===== src/rtl/cache_pkg.sv =====
// Shared cache geometry and refill-FSM state encoding.
package cache_pkg;

   localparam int unsigned TAG_W           = 6;
   localparam int unsigned INDEX_W         = 6;
   localparam int unsigned OFFSET_W        = 4;
   localparam int unsigned WORDS_PER_BLOCK = 8;
   localparam int unsigned ADDR_W          = TAG_W + INDEX_W + OFFSET_W;
   localparam int unsigned DATA_W          = 16;
   localparam int unsigned BLOCK_W         = TAG_W + INDEX_W;
   localparam int unsigned RCV_W           = $clog2(WORDS_PER_BLOCK);
   localparam int unsigned REQ_W           = RCV_W + 1;

   typedef enum logic {
      IDLE = 1'b0,
      FILL = 1'b1
   } fill_state_t;

endpackage


===== src/rtl/dff.sv =====
// Codebase storage cell: write-enabled flop with synchronous active-high reset to zero.
module dff #(
   parameter int unsigned W = 1
) (
   input  logic         clk,
   input  logic         rst,
   input  logic         wen,
   input  logic [W-1:0] d,
   output logic [W-1:0] q
);

   always_ff @(posedge clk) begin
      if (rst)      q <= '0;
      else if (wen) q <= d;
   end

endmodule


===== src/rtl/fill_counter.sv =====
// Up-counter with clear priority over increment, built on the dff cell.
module fill_counter #(
   parameter int unsigned W = 4
) (
   input  logic         clk,
   input  logic         rst,
   input  logic         clr,
   input  logic         inc,
   output logic [W-1:0] q
);

   logic [W-1:0] w_d;
   logic         w_wen;

   assign w_d   = clr ? '0 : q + W'(1);
   assign w_wen = clr | inc;

   dff #(.W(W)) u_cnt (
      .clk (clk),
      .rst (rst),
      .wen (w_wen),
      .d   (w_d),
      .q   (q)
   );

endmodule


===== src/rtl/cache_fill_fsm.sv =====
// Cache miss handler: requests the eight words of a block from memory and
// streams returned words into the cache, writing tag/valid on the last word.
module cache_fill_fsm
   import cache_pkg::*;
#(
   parameter int unsigned WORDS       = WORDS_PER_BLOCK,
   parameter int unsigned MEM_LATENCY = 4
) (
   input  logic              clk,
   input  logic              rst,
   input  logic              miss_detected,
   input  logic [ADDR_W-1:0] miss_address,
   input  logic              memory_data_valid,
   input  logic [DATA_W-1:0] memory_data,
   output logic              mem_read_en,
   output logic [ADDR_W-1:0] mem_req_address,
   output logic              fsm_busy,
   output logic              write_data_array,
   output logic              write_tag_array,
   output logic [ADDR_W-1:0] memory_address,
   output logic [DATA_W-1:0] memory_data_out
);

   if (WORDS != WORDS_PER_BLOCK || MEM_LATENCY == 0) begin : g_bad_cfg
      $error("cache_fill_fsm: WORDS must match cache geometry and MEM_LATENCY must be nonzero");
   end

   fill_state_t        r_state;
   fill_state_t        w_state_nxt;
   logic [0:0]         w_state_q;
   logic [BLOCK_W-1:0] r_base;
   logic [REQ_W-1:0]   r_req_cnt;
   logic [RCV_W-1:0]   r_rcv_cnt;
   logic               w_base_wen;
   logic               w_cnt_clr;
   logic               w_req_inc;
   logic               w_rcv_inc;
   logic               w_unused;

   // Byte offset of the missing address is irrelevant: refill always starts at word 0.
   assign w_unused = ^miss_address[OFFSET_W-1:0];

   dff #(.W(1)) u_state (
      .clk (clk),
      .rst (rst),
      .wen (1'b1),
      .d   (1'(w_state_nxt)),
      .q   (w_state_q)
   );
   assign r_state = fill_state_t'(w_state_q);

   dff #(.W(BLOCK_W)) u_base (
      .clk (clk),
      .rst (rst),
      .wen (w_base_wen),
      .d   (miss_address[ADDR_W-1:OFFSET_W]),
      .q   (r_base)
   );

   fill_counter #(.W(REQ_W)) u_req_cnt (
      .clk (clk),
      .rst (rst),
      .clr (w_cnt_clr),
      .inc (w_req_inc),
      .q   (r_req_cnt)
   );

   fill_counter #(.W(RCV_W)) u_rcv_cnt (
      .clk (clk),
      .rst (rst),
      .clr (w_cnt_clr),
      .inc (w_rcv_inc),
      .q   (r_rcv_cnt)
   );

   // Next state, counter controls and outputs; request and receive sides run independently in FILL.
   always_comb begin
      w_state_nxt      = r_state;
      w_base_wen       = 1'b0;
      w_cnt_clr        = 1'b0;
      w_req_inc        = 1'b0;
      w_rcv_inc        = 1'b0;
      mem_read_en      = 1'b0;
      mem_req_address  = '0;
      fsm_busy         = 1'b0;
      write_data_array = 1'b0;
      write_tag_array  = 1'b0;
      memory_address   = '0;
      memory_data_out  = '0;

      case (r_state)
         IDLE: begin
            if (miss_detected) begin
               w_base_wen  = 1'b1;
               w_cnt_clr   = 1'b1;
               w_state_nxt = FILL;
            end
         end
         FILL: begin
            fsm_busy       = 1'b1;
            memory_address = {r_base, r_rcv_cnt, 1'b0};
            if (!r_req_cnt[REQ_W-1]) begin
               mem_read_en     = 1'b1;
               mem_req_address = {r_base, r_req_cnt[RCV_W-1:0], 1'b0};
               w_req_inc       = 1'b1;
            end
            if (memory_data_valid) begin
               write_data_array = 1'b1;
               memory_data_out  = memory_data;
               w_rcv_inc        = 1'b1;
               if (r_rcv_cnt == RCV_W'(WORDS_PER_BLOCK - 1)) begin
                  write_tag_array = 1'b1;
                  w_state_nxt     = IDLE;
               end
            end
         end
         default: w_state_nxt = IDLE;
      endcase
   end

endmodule


===== config.mk =====
export PLATFORM = sky130hd
export DESIGN_NAME = cache_fill_fsm
export DESIGN_NICKNAME = d
export VERILOG_FILES = /design/src/rtl/cache_pkg.sv /design/src/rtl/dff.sv /design/src/rtl/fill_counter.sv /design/src/rtl/cache_fill_fsm.sv
export SDC_FILE = /design/constraint.sdc
export NUM_CORES = 1
export LEC_CHECK = 0
export CAP_MARGIN = 40
export CORE_ASPECT_RATIO = 1.2
export CORE_MARGIN = 2
export CORE_UTILIZATION = 31
export DETAILED_ROUTE_END_ITERATION = 10
export GPL_ROUTABILITY_DRIVEN = 0
export HOLD_SLACK_MARGIN = 0.15
export PLACE_DENSITY = 0.87
export SYNTH_ARGS = -nofsm -noshare
export SYNTH_HDL_FRONTEND = slang
export SYNTH_SLANG_ARGS = --single-unit
export TNS_END_PERCENT = 50

===== constraint.sdc =====
create_clock -name clk -period 1.19 [get_ports clk]
set_clock_uncertainty 0.1 [all_clocks]
set_input_delay 0.119 -clock clk [delete_from_list [all_inputs] [get_ports clk]]
set_output_delay 0.119 -clock clk [all_outputs]
set_load 0.02 [all_outputs]

==> results of run 1 <==
==> layer usage <==
metal	GRT usage	vias to the layer above
met5	0	-
met4	0.0362	0
met3	0.0588	4
met2	0.320	67
met1	0.208	652
li1	-	707
==> power groups by stage <==
stage	Sequential (mW)	Combinational, mW	Clock (mW)
2_1_floorplan	0.742	0.270	0
3_3_place_gp	0.739	0.535	0
3_5_place_dp	0.740	0.544	0
4_1_cts	0.733	0.618	0.533
5_1_grt	0.740	0.731	0.562
6_report	0.734	0.686	0.513
==> how the worst min path moves through the flow <==
| stage | slack, ns | from | endpoint |
|---|---|---|---|
| 6_report | 0.32 | miss_address[15] | u_base.q[11] |
| 5_1_grt | 0.31 | miss_address[15] | u_base.q[11] |
| 4_1_cts | 0.31 | miss_address[15] | u_base.q[11] |
| 3_5_place_dp | 0.34 | u_req_cnt.u_cnt.q[3] | u_req_cnt.u_cnt.q[3] |
| 3_3_place_gp | 0.34 | u_req_cnt.u_cnt.q[3] | u_req_cnt.u_cnt.q[3] |
| 2_1_floorplan | 0.15 | miss_address[4] | u_base.q[0] |
==> cell families after synthesis <==
| group | after synthesis |
|---|---|
| AO/OA/AOI/OAI | 20 |
| buffers and inverters | 15 |
| flip-flops | 20 |
| AND/OR/NAND/NOR | 89 |
| other | 1 |
| multiplexers | 1 |
| adder cells (fa/ha/maj) | 3 |
==> synth_stat cells, types with 2 or more instances <==
| cell type | n |
|---|---|
| nand2b_1 | 4 |
| nand2_2 | 9 |
| dfxtp_1 | 20 |
| inv_1 | 2 |
| clkbuf_1 | 6 |
| and3_1 | 17 |
| nand2_1 | 20 |
| a21oi_2 | 10 |
| and2_1 | 30 |
| nand3_1 | 5 |
| a21oi_1 | 9 |
| ha_1 | 3 |
| buf_4 | 4 |
==> cell type report <==
class	instances	area, sq um
multi-input cells	116	886
fillers	298	1020
repair buffers	117	1210
flip-flops and latches	20	409
inverters	2	10.0
clock buffers	4	55.1
repair inverters	1	7.51
well taps	52	65.1
==> flip-flops by register name, summed over array words and instances, names as in the netlist <==
name and count:
u_state.q 1, u_rcv_cnt.u_cnt.q 3, u_req_cnt.u_cnt.q 4, u_base.q 12
==> worst register-to-register path, stage by stage (launching register included) <==
cell and delay [ns]:
dfxtp_2 0.34, nand2b_4 0.17, buf_4 0.15, buf_4 0.14
mux2_4 0.29, a211oi_2 0.17
==> stage by stage <==
stage	utilization	setup TNS [ns]	instances	power (mW)
2_1_floorplan	-	-0.590	150	1.01
3_3_place_gp	0.616	-24.74	291	1.27
3_5_place_dp	0.616	-26.04	291	1.28
4_1_cts	0.671	-10.30	304	1.88
5_1_grt	0.722	-12.27	312	2.03
6_report	0.722	-9.14	312	1.93
==> layout by cell type (no fill, tap or decap), types with 3 or more instances in the layout <==
cell	netlist	final
and2_2	0	9
a21oi_2	10	12
nand2_4	0	7
and2_4	0	9
clkbuf_8	0	4
buf_4	4	28
and2_1	30	12
and3_1	17	11
dfxtp_1	20	15
dfxtp_2	0	4
nand2b_4	0	3
nand2_2	9	3
buf_2	1	9
nand2_1	20	19
buf_6	1	40
clkdlybuf4s50_1	0	31
a21oi_1	9	7
and3_4	0	6
buf_12	1	7
nand3_1	5	5
==> repair_timing <==
item                                    in CTS  in global routing
gates cloned                                 3                  1
endpoints found under the hold margin        0                  0
buffers inserted                             6                  7
endpoints found under the setup margin      70                 69
gates resized for setup                    288                 30
hold buffers                                 0                  0
pin swaps                                   20                  7
==> results.json, run 1 <==
{
  "outcome": "finished with violations",
  "violations": "setup timing",
  "cp-endpoint": "mem_req_address[1]",
  "maxCapViolations": 0,
  "combPwrFrac": 0.355,
  "min_path_cells": 3,
  "synth_top_area_share": 0.334,
  "post-synth-top-area-cell": "dfxtp_1",
  "routed_wirelength_microns": 4140,
  "crit_chain": "nand2b_4, clkinvlp_4, and2_1, buf_4",
  "max_freq_mhz": 684,
  "cp_max_fo": 8,
  "power_per_cell_area_nw_per_um2": 731,
  "met2_length_microns": 2050,
  "cellInternalPower_mw": 1.39,
  "ys_seq_area_frac": 0.334,
  "synth-simple-area-share": 0.417,
  "critical_path.slowest_cell": "dfxtp_2",
  "synth.cell_area_sq_um": 1200,
  "fp.dieW_microns": 60.7,
  "synth_ff_type": "dfxtp_1",
  "wire_per_inst_microns": 13.3,
  "wl_met3_microns": 421,
  "syn-instance-count": 149,
  "holdCritPathClass": "input port to flip-flop",
  "post_dp_cell_area_sq_um": 2260,
  "yosys_warnings": 0,
  "r2r_slack_ns": -0.23,
  "fp.dieH_microns": 72.1,
  "rsz0062_at_grt": "true",
  "dp_hpwl_microns": 2620,
  "fin_worst_hold_slack_ns": 0.315,
  "grt_pass1_wl_microns": 6070,
  "rows": 24,
  "synth_cell_types": 23,
  "coreArea_sq_um": 3660,
  "diodes": 0,
  "layout_setup_ws_ns": -0.272,
  "fin_nets": 300,
  "finalMaxSlewViolations": 0,
  "synth_edf_count": 0,
  "io_buffers": 81,
  "cts_made_buffers": 3,
  "cts_max_path_buffers": 2,
  "clkTransAtPathRegs_ns": 0.08,
  "io_pins": 88,
  "synth.area.mux_share": 0.0125,
  "cts_tree": "done",
  "synth_compound_area_frac": 0.121,
  "start_util": 0.327,
  "synthAdderAreaFrac": 0.0313,
  "r2r-end": "u_req_cnt.u_cnt.q[2]",
  "die_area_sq_um": 4380,
  "max_stage_delay_ns": 0.35,
  "drc_errors": 0,
  "vdd_drop_max_mv": 0.403,
  "period_share": 1.23,
  "setup-violations-final": 62,
  "antenna_found_initial": 0,
  "dpl_worst_slack_ns": -0.584,
  "top_layer": "met4",
  "netSwitchingFraction": 0.280,
  "clock_latency_ns": 0.25,
  "syn_avg_cell_area_sq_um": 8.04,
  "grt_max_degree": 21,
  "num_vias": 1430,
  "clockRootBuffer": "clkbuf_8",
  "finalHoldViolCount": 0,
  "drtIter0Drc": 41,
  "critPathLaunchType": "flip-flop",
  "power_switching_uw": 541,
  "r2r_cells": 5,
  "drive_gt1_frac": 0.592,
  "worstPathRequired_ns": 0.97,
  "critical-path-top-delay-family": "flip-flops",
  "r2r_start": "u_req_cnt.u_cnt.q[3]",
  "drt-met1-wl_microns": 1610,
  "syn_to_final_growth_pct": 121,
  "cp.depth": 4,
  "clkPwrFrac": 0.265,
  "grt_pass1_vias": 1333,
  "avgViaCountPerCell": 4.58,
  "critical_path_class": "flip-flop to primary output",
  "startpoint": "u_req_cnt.u_cnt.q[3]",
  "synth_top_family_by_area": "simple AND/OR/NAND/NOR gates",
  "cts_htree_levels": 1,
  "arrival_ns": 1.24,
  "synth-xor-area-share": 0,
  "crit_buf_inv": 2,
  "gr-usage-all-layers": 0.180,
  "numClockSinks": 20,
  "ys_ff_latch": 20,
  "p_seq_frac": 0.380,
  "synth.area.top_cells": "dfxtp_1 33%, and2_1 16%, and3_1 8.9%",
  "worstSetupEndpointType": "primary output",
  "async_flop_share": 0,
  "dr.pass1.iters": 4,
  "gr-total-overflow": 0,
  "stdcell_area_sq_um": 2640,
  "ant_nets": 0,
  "leakagePower_nw": 1.23,
  "period_minus_slack_ns": 1.46
}
No activity file was read; power rests on OpenSTA's default activity.
==> run 2: changes to the inputs <==
--- a/config.mk
+++ b/config.mk
@@ -13,6 +13,7 @@
 export GPL_ROUTABILITY_DRIVEN = 0
 export HOLD_SLACK_MARGIN = 0.15
 export PLACE_DENSITY = 0.87
+export SLEW_MARGIN = 15
 export SYNTH_ARGS = -nofsm -noshare
 export SYNTH_HDL_FRONTEND = slang
 export SYNTH_SLANG_ARGS = --single-unit
==> results of run 2 <==
Final layout, timing and power as in run 1 (identical DEF).
